<file path="config.mk">
export PLATFORM = sky130hd
export DESIGN_NAME = cordic_vector_seq
export DESIGN_NICKNAME = d
export VERILOG_FILES = /design/src/rtl/cordic_vector_seq.sv
export SDC_FILE = /design/constraint.sdc
export NUM_CORES = 1
export LEC_CHECK = 0
export BUFFER_PORTS_ARGS = -buffer_cell sky130_fd_sc_hd__buf_2
export CORE_UTILIZATION = 37
export DETAILED_ROUTE_END_ITERATION = 7
export MAX_ROUTING_LAYER = met4
export SLEW_MARGIN = 10
export SYNTH_ARGS = -nofsm -noshare
export SYNTH_HDL_FRONTEND = slang
export SYNTH_SLANG_ARGS = --single-unit
</file>
<file path="constraint.sdc">
create_clock -name clock -period 9.64 [get_ports clock]
set_clock_uncertainty 0.1 [all_clocks]
set_input_delay 0.964 -clock clock [delete_from_list [all_inputs] [get_ports clock]]
set_output_delay 0.964 -clock clock [all_outputs]
set_load 0.02 [all_outputs]
</file>
<file path="src/rtl/cordic_vector_seq.sv">
// Sequential CORDIC vectoring engine: converts a signed I/Q sample into
// an uncompensated magnitude and a binary-angle phase, one micro-rotation per clock.
module cordic_vector_seq #(
    parameter int ITERS = 15
) (
    input  logic               clock,
    input  logic               reset,
    input  logic               enable,
    input  logic               strobe_in,
    input  logic signed [15:0] xi,
    input  logic signed [15:0] yi,
    output logic               busy,
    output logic               strobe_out,
    output logic        [16:0] mag,
    output logic        [15:0] phase
);

    typedef enum logic [1:0] {
        IDLE,
        ITER,
        DONE
    } state_t;

    localparam logic [3:0] LAST = 4'(ITERS - 1);

    state_t state, state_nxt;

    logic        [3:0]  count;
    logic signed [18:0] x, y;
    logic        [15:0] z;
    logic signed [18:0] xe, ye;
    logic signed [18:0] xs, ys;
    logic        [15:0] atan;
    logic               load, step, finish;

    // round(atan(2^-i) * 65536 / (2*pi))
    function automatic logic [15:0] atan_lut(input logic [3:0] i);
        case (i)
            4'd0:    atan_lut = 16'h2000;
            4'd1:    atan_lut = 16'h12E4;
            4'd2:    atan_lut = 16'h09FB;
            4'd3:    atan_lut = 16'h0511;
            4'd4:    atan_lut = 16'h028B;
            4'd5:    atan_lut = 16'h0146;
            4'd6:    atan_lut = 16'h00A3;
            4'd7:    atan_lut = 16'h0051;
            4'd8:    atan_lut = 16'h0029;
            4'd9:    atan_lut = 16'h0014;
            4'd10:   atan_lut = 16'h000A;
            4'd11:   atan_lut = 16'h0005;
            4'd12:   atan_lut = 16'h0003;
            4'd13:   atan_lut = 16'h0001;
            4'd14:   atan_lut = 16'h0001;
            default: atan_lut = 16'h0000;
        endcase
    endfunction

    assign xe   = {{3{xi[15]}}, xi};
    assign ye   = {{3{yi[15]}}, yi};
    assign xs   = x >>> count;
    assign ys   = y >>> count;
    assign atan = atan_lut(count);
    assign busy = (state != IDLE);

    always_ff @(posedge clock) begin
        if (reset) begin
            state <= IDLE;
        end else begin
            state <= state_nxt;
        end
    end

    always_comb begin
        state_nxt = state;
        load      = 1'b0;
        step      = 1'b0;
        finish    = 1'b0;
        if (!enable) begin
            state_nxt = IDLE;
        end else begin
            unique case (state)
                IDLE: begin
                    if (strobe_in) begin
                        load      = 1'b1;
                        state_nxt = ITER;
                    end
                end
                ITER: begin
                    step = 1'b1;
                    if (count == LAST) begin
                        state_nxt = DONE;
                    end
                end
                DONE: begin
                    finish    = 1'b1;
                    state_nxt = IDLE;
                end
                default: state_nxt = IDLE;
            endcase
        end
    end

    // Left half-plane inputs are mirrored through the origin; 19 bits hold -(-32768).
    always_ff @(posedge clock) begin
        if (reset) begin
            count      <= '0;
            x          <= '0;
            y          <= '0;
            z          <= '0;
            strobe_out <= 1'b0;
            mag        <= '0;
            phase      <= '0;
        end else begin
            strobe_out <= finish;
            if (load) begin
                count <= '0;
                if (xi[15]) begin
                    x <= -xe;
                    y <= -ye;
                    z <= 16'h8000;
                end else begin
                    x <= xe;
                    y <= ye;
                    z <= 16'h0000;
                end
            end else if (step) begin
                count <= count + 4'd1;
                if (!y[18]) begin
                    x <= x + ys;
                    y <= y - xs;
                    z <= z + atan;
                end else begin
                    x <= x - ys;
                    y <= y + xs;
                    z <= z - atan;
                end
            end
            if (finish) begin
                mag   <= x[16:0];
                phase <= z;
            end
        end
    end

endmodule

</file>
Yosys cells after proc, flatten, opt, wreduce, memory -nomap -nowiden
Memory sizes are Yosys's and may differ from the RTL's. A register that Yosys moved wholly into a read port is not among the register bits.
Cells that the tools add are included.
- flip-flop bits (word level): 94
- memory bits (read-only): 224
- input bits: 36
- logic and storage cells: 56
- memories: 1
- memories (memory ; depth ; width ; rd ports ; clocked after memory_dff ; wr ports ; line ; RTL):
    (name not given) ; 16 ; 14 ; 1 ; 1 ; 0 ; 38 ; case (i)
- $add $sub $neg: 9
- equal/unequal tests: 5
- shift-type cells: 2
- mux-type cells: 24
- bitwise logic cells: 1
- reductions and logical operators: 6
- operators by type and width (kind ; count):
    19-bit 2-to-1 mux ; 8
    16-bit 2-to-1 mux ; 4
    19-bit adder ; 2
    16-bit negation with 19-bit output ; 2
    19-bit by 4-bit >>> shifter with 19-bit output ; 2
    19-bit subtractor ; 2
    16-bit adder ; 1
    16-bit subtractor ; 1
    4-bit 2-to-1 mux ; 2
    1-bit 2-to-1 mux ; 7
    4-bit by 1-bit adder with 4-bit output (second input constant) ; 1
    4-bit equality test (second input constant) ; 1
    2-bit 2-to-1 mux ; 2
    2-bit != test (second input constant) ; 2
    2-bit case mux with 2 select lines ; 1
    2-bit nonzero test ; 2
    2-bit OR reduction ; 2
    2-bit by 1-bit equality test with 1-bit output (second input constant) ; 1
    2-bit equality test (second input constant) ; 1
    2-bit logical NOT ; 1
    2-bit AND reduction ; 1
    1-bit NOT ; 1

Logic depth before layout (Yosys ltp)
- depth in word-level cells: 5
- depth in mapped cells: 23

Least setup slack after synthesis
Ideal clock, no wire load.
- path kind: reg-to-reg
- from: register count[1]
- to: register y[17]
- arrival: 4.569 ns
- path slack: 4.837 ns
- stages on the path, launching flop included: 22
- path buffers: 2
- cell sequence: dfxtp_1 > buf_6 > buf_2 > mux4_2 > a222oi_1 > mux2i_1 > nor3_1 > and2_1 > nand3_1 > nor2_1 > a21oi_1 > xnor2_1 > ha_1 > or2_2 > a21o_1 > and3_1 > a31o_2 > a211o_1 > a21oi_1 > xnor2_1 > a21boi_0 > o221ai_1
- word-level cells in the longest chain between the ends: 5
- elaborated cells on any way between the ends: 6
- those cells by class: add/sub: 2; shift: 1; mux: 3
- ends and longest elaborated chain (what ; line ; RTL):
    start: declaration ; 28 ; logic [3:0] count;
    start signal: assignment ; 127 ; count <= count + 4'd1;
    19-bit by 4-bit >>> shifter with 19-bit output * ; 60 ; assign xs = x >>> count;
    19-bit subtractor or 19-bit adder (tied branches) ; 130, 134 ;
    19-bit 2-to-1 mux * ; 128 ; if (!y[18]) begin
    19-bit 2-to-1 mux * ; 126 ; end else if (step) begin
    19-bit 2-to-1 mux * ; 115 ; if (load) begin
    end signal: assignment ; 119 ; y <= -ye;
    end signal: assignment ; 130 ; y <= y - xs;
    end signal: assignment ; 134 ; y <= y + xs;
    end: declaration ; 29 ; logic signed [18:0] x, y;
Every way passes the cells marked *; elsewhere a longest branch is shown, timed or not. The select of a mux whose other input is x is not followed.
A chain may end at the register's enable or synchronous reset.

Worst setup path after layout
Ends and elaborated chain as after synthesis.

==> impl_metrics.ini <==
[run_status]
outcome = finished with violations
violations = design-rule violations

[die]
core_region_area_um2 = 26200
dieArea_um2 = 27600
dieHeight_um = 166
row_count = 59
die_w_um = 166
io_pins = 71
start_util = 0.380

[place]
dp_hpwl_um = 21300
gp_congestion = 0.933
port_buffers = 70
dpl_worst_slack_ps = 4210

[layout]
nets = 1381
num_antenna_cells = 0
post-route-util = 0.413
syn_to_final_growth_pct = 8.71
drive_gt1_frac = 0.133

[setup_path]
worstPathRequired_ps = 9830
r2r.worst_path.cells = 20
r2r_end = y[17]
cp-start-kind = flip-flop
startpoint = count[1]
path_max_fanout = 55
cpPeakStageDelay_ps = 640
cp_cell_sequence = buf_4 -> mux4_2 -> a222oi_1 -> mux2i_1 -> nor3_1 -> and2_1 -> nand3_1 -> nor2_1 -> a21oi_1 -> xnor2_1 -> ha_1 -> or2_2 -> a21o_1 -> and3_1 -> a31o_2 -> a211o_1 -> a21oi_1 -> xnor2_1 -> a21boi_0 -> o221ai_1
cp_data_arrival_time_ps = 5670
reg2reg_slack_ps = 4150
cp_slowest_cell = mux4_2
timing.rr.start = count[1]
cp-end-kind = flip-flop
critPathKind = flip-flop to flip-flop

[pwr]
total_power_w = 0.00160
cellPowerDensity_nw_per_um2 = 148
leakage_nw = 4.19
ir_drop_uv = 88.6

[timing]
hold_viol_final = 0
fin_tns_setup_ps = 0
period_needed_ps = 5490
min_period_over_period = 0.569
layout_setup_ws_ps = 4150
fmax_mhz = 182
tightest_slew_ps = 1010
setup_viol = 0
rsz0062_at_grt = false
slew_headroom = 0.328
maxSlewViolCount = 0

[routing]
postRouteAntennaNets = 0
drt-wirelength-per-cell_um = 17.7
firstDrtPassIters = 7
vias_per_cell = 5.71
drtIter0Drc = 807
maxUsedRoutingLayer = met4
wl_met2_um = 12300
wl_um = 28600
wl_met1_um = 14400
vias = 9234
met3_length_um = 1510
drc = 8

[clocking]
ctsHtreeMaxLevel = 3
cts_sinks = 108
cts_setup_buffers = 0
ctsHoldBuffers = 0
clockBufferDepth = 2
clock_latency_ps = 370
path_clk_slew_ps = 80
cts_resized = 0
cts_buffers = 9
root_buffer = clkbuf_16
cts_tree = done

[global_route]
antenna_found_initial = 0
track_usage = 0.213
grt_pass1_vias = 8547
grt_overflow = 0
grt_max_degree = 66
grt_pass1_wl_um = 46200

[synthesis]
synth-async-reset-ratio = 0
synth.distinct_cells = 76
syn_nets = 1361
seq_area_frac_synth = 0.217
synth_area_leaders = dfxtp_1, ha_1, mux4_2, xnor2_1, nand2_1
synth-seq-cells = 108
post_synth.cell_area_avg_um2 = 7.93
netlist.area_leader.share = 0.217
ys.flop_type = dfxtp_1
yosysWarningCount = 0
netlist_area_um2 = 9960
synth_edf_count = 0
yosys.area.top_type = dfxtp_1
netlist_instances = 1256

[run]
drv_cap = 0

[worst_hold_path]
whs_endpoint = phase[13]
min_path_type = flip-flop to flip-flop
worstHoldStart = phase[13]
hold_depth = 2
## worst max-delay path, delay by kind of cell (launching register included)
family	cells	cell delay (ps)
multiplexers	2	830
flip-flops	1	310
AO/OA/AOI/OAI	8	1790
buffers and inverters	1	530
adder cells (fa/ha/maj)	1	320
XOR/XNOR	2	330
AND/OR/NAND/NOR	6	1190
## where the power goes
part,switching (W),internal (W),total (W)
Sequential,0.0000416,0.000465,0.000507
Clock,0.000191,0.000188,0.000379
Combinational,0.000393,0.000324,0.000717
## cell usage in the layout, fill, tap and decap left out, types with 11 or more instances in the layout
cell type  netlist  final
mux2i_1         34     34
nand2_1        167    166
or2_2           11     11
nor3_1          33     33
mux4_2          31     31
xnor2_1         77     77
dfxtp_1        108    105
a31oi_1         15     15
buf_2            7     70
o22ai_1         12     12
nor2_1         119    117
o21ai_0         65     65
nor2b_1         21     21
ha_1            66     66
nand2b_1        15     15
mux2_2          15     15
xor2_1          31     31
nand3_1         12     12
inv_1           40     40
a22oi_1         15     15
a21oi_1        106    106
buf_4            4     12
a21o_1          11     11
a211oi_1        32     32
## Yosys cell counts, types with 21 or more instances
master	instances
mux4_2	31
o21ai_0	65
mux2i_1	34
nor2b_1	21
clkbuf_1	47
inv_1	40
nand2_1	167
xnor2_1	77
a211oi_1	32
ha_1	66
nor3_1	33
dfxtp_1	108
nor2_1	119
xor2_1	31
a21oi_1	106
## logic make-up after synthesis
logic type,count (synthesis),share of synthesized area
AO/OA/AOI/OAI,351,0.228
XOR/XNOR,108,0.0950
adder cells (fa/ha/maj),69,0.0889
buffers and inverters,114,0.0461
flip-flops,108,0.217
multiplexers,84,0.132
AND/OR/NAND/NOR,422,0.193
## final cells by class
cell class	instances	area, um2
clock buffers	10	239
clock inverters	6	57.6
fillers	2665	15400
inverters	41	154
multi-input cells	1034	7350
flip-flops and latches	108	2170
well taps	335	419
repair buffers	82	440
## worst max path at each step
stage / endpoint / slack [ps] / depth (start not counted)
2_1_floorplan: y[17] / 4840 / 21
3_3_place_gp: y[17] / 4300 / 20
3_5_place_dp: y[17] / 4210 / 20
4_1_cts: y[17] / 4160 / 20
5_1_grt: y[17] / 3670 / 19
6_report: y[17] / 4150 / 20
## through the flow
stage	hold slack, ps	instance area (um2)	std cells
after floorplan	345	9960	1256
after global placement	340	10500	1600
after detailed placement	343	10500	1600
after CTS	355	10800	1616
after global routing	372	10800	1616
final	352	10800	1616
## metal layers
| metal | vias up | GRT usage |
|---|---|---|
| met5 | - | - |
| met3 | 30 | 0.0307 |
| met1 | 4351 | 0.304 |
| li1 | 4605 | - |
| met2 | 248 | 0.314 |
| met4 | 0 | 0.0488 |
## state kept, by name, summed over array words and instances (netlist names)
register    count
strobe_out      1
z              16
x              19
y              19
count           4
state           2
mag            17
phase          16
atan           14
No activity file was read; power rests on OpenSTA's default activity.
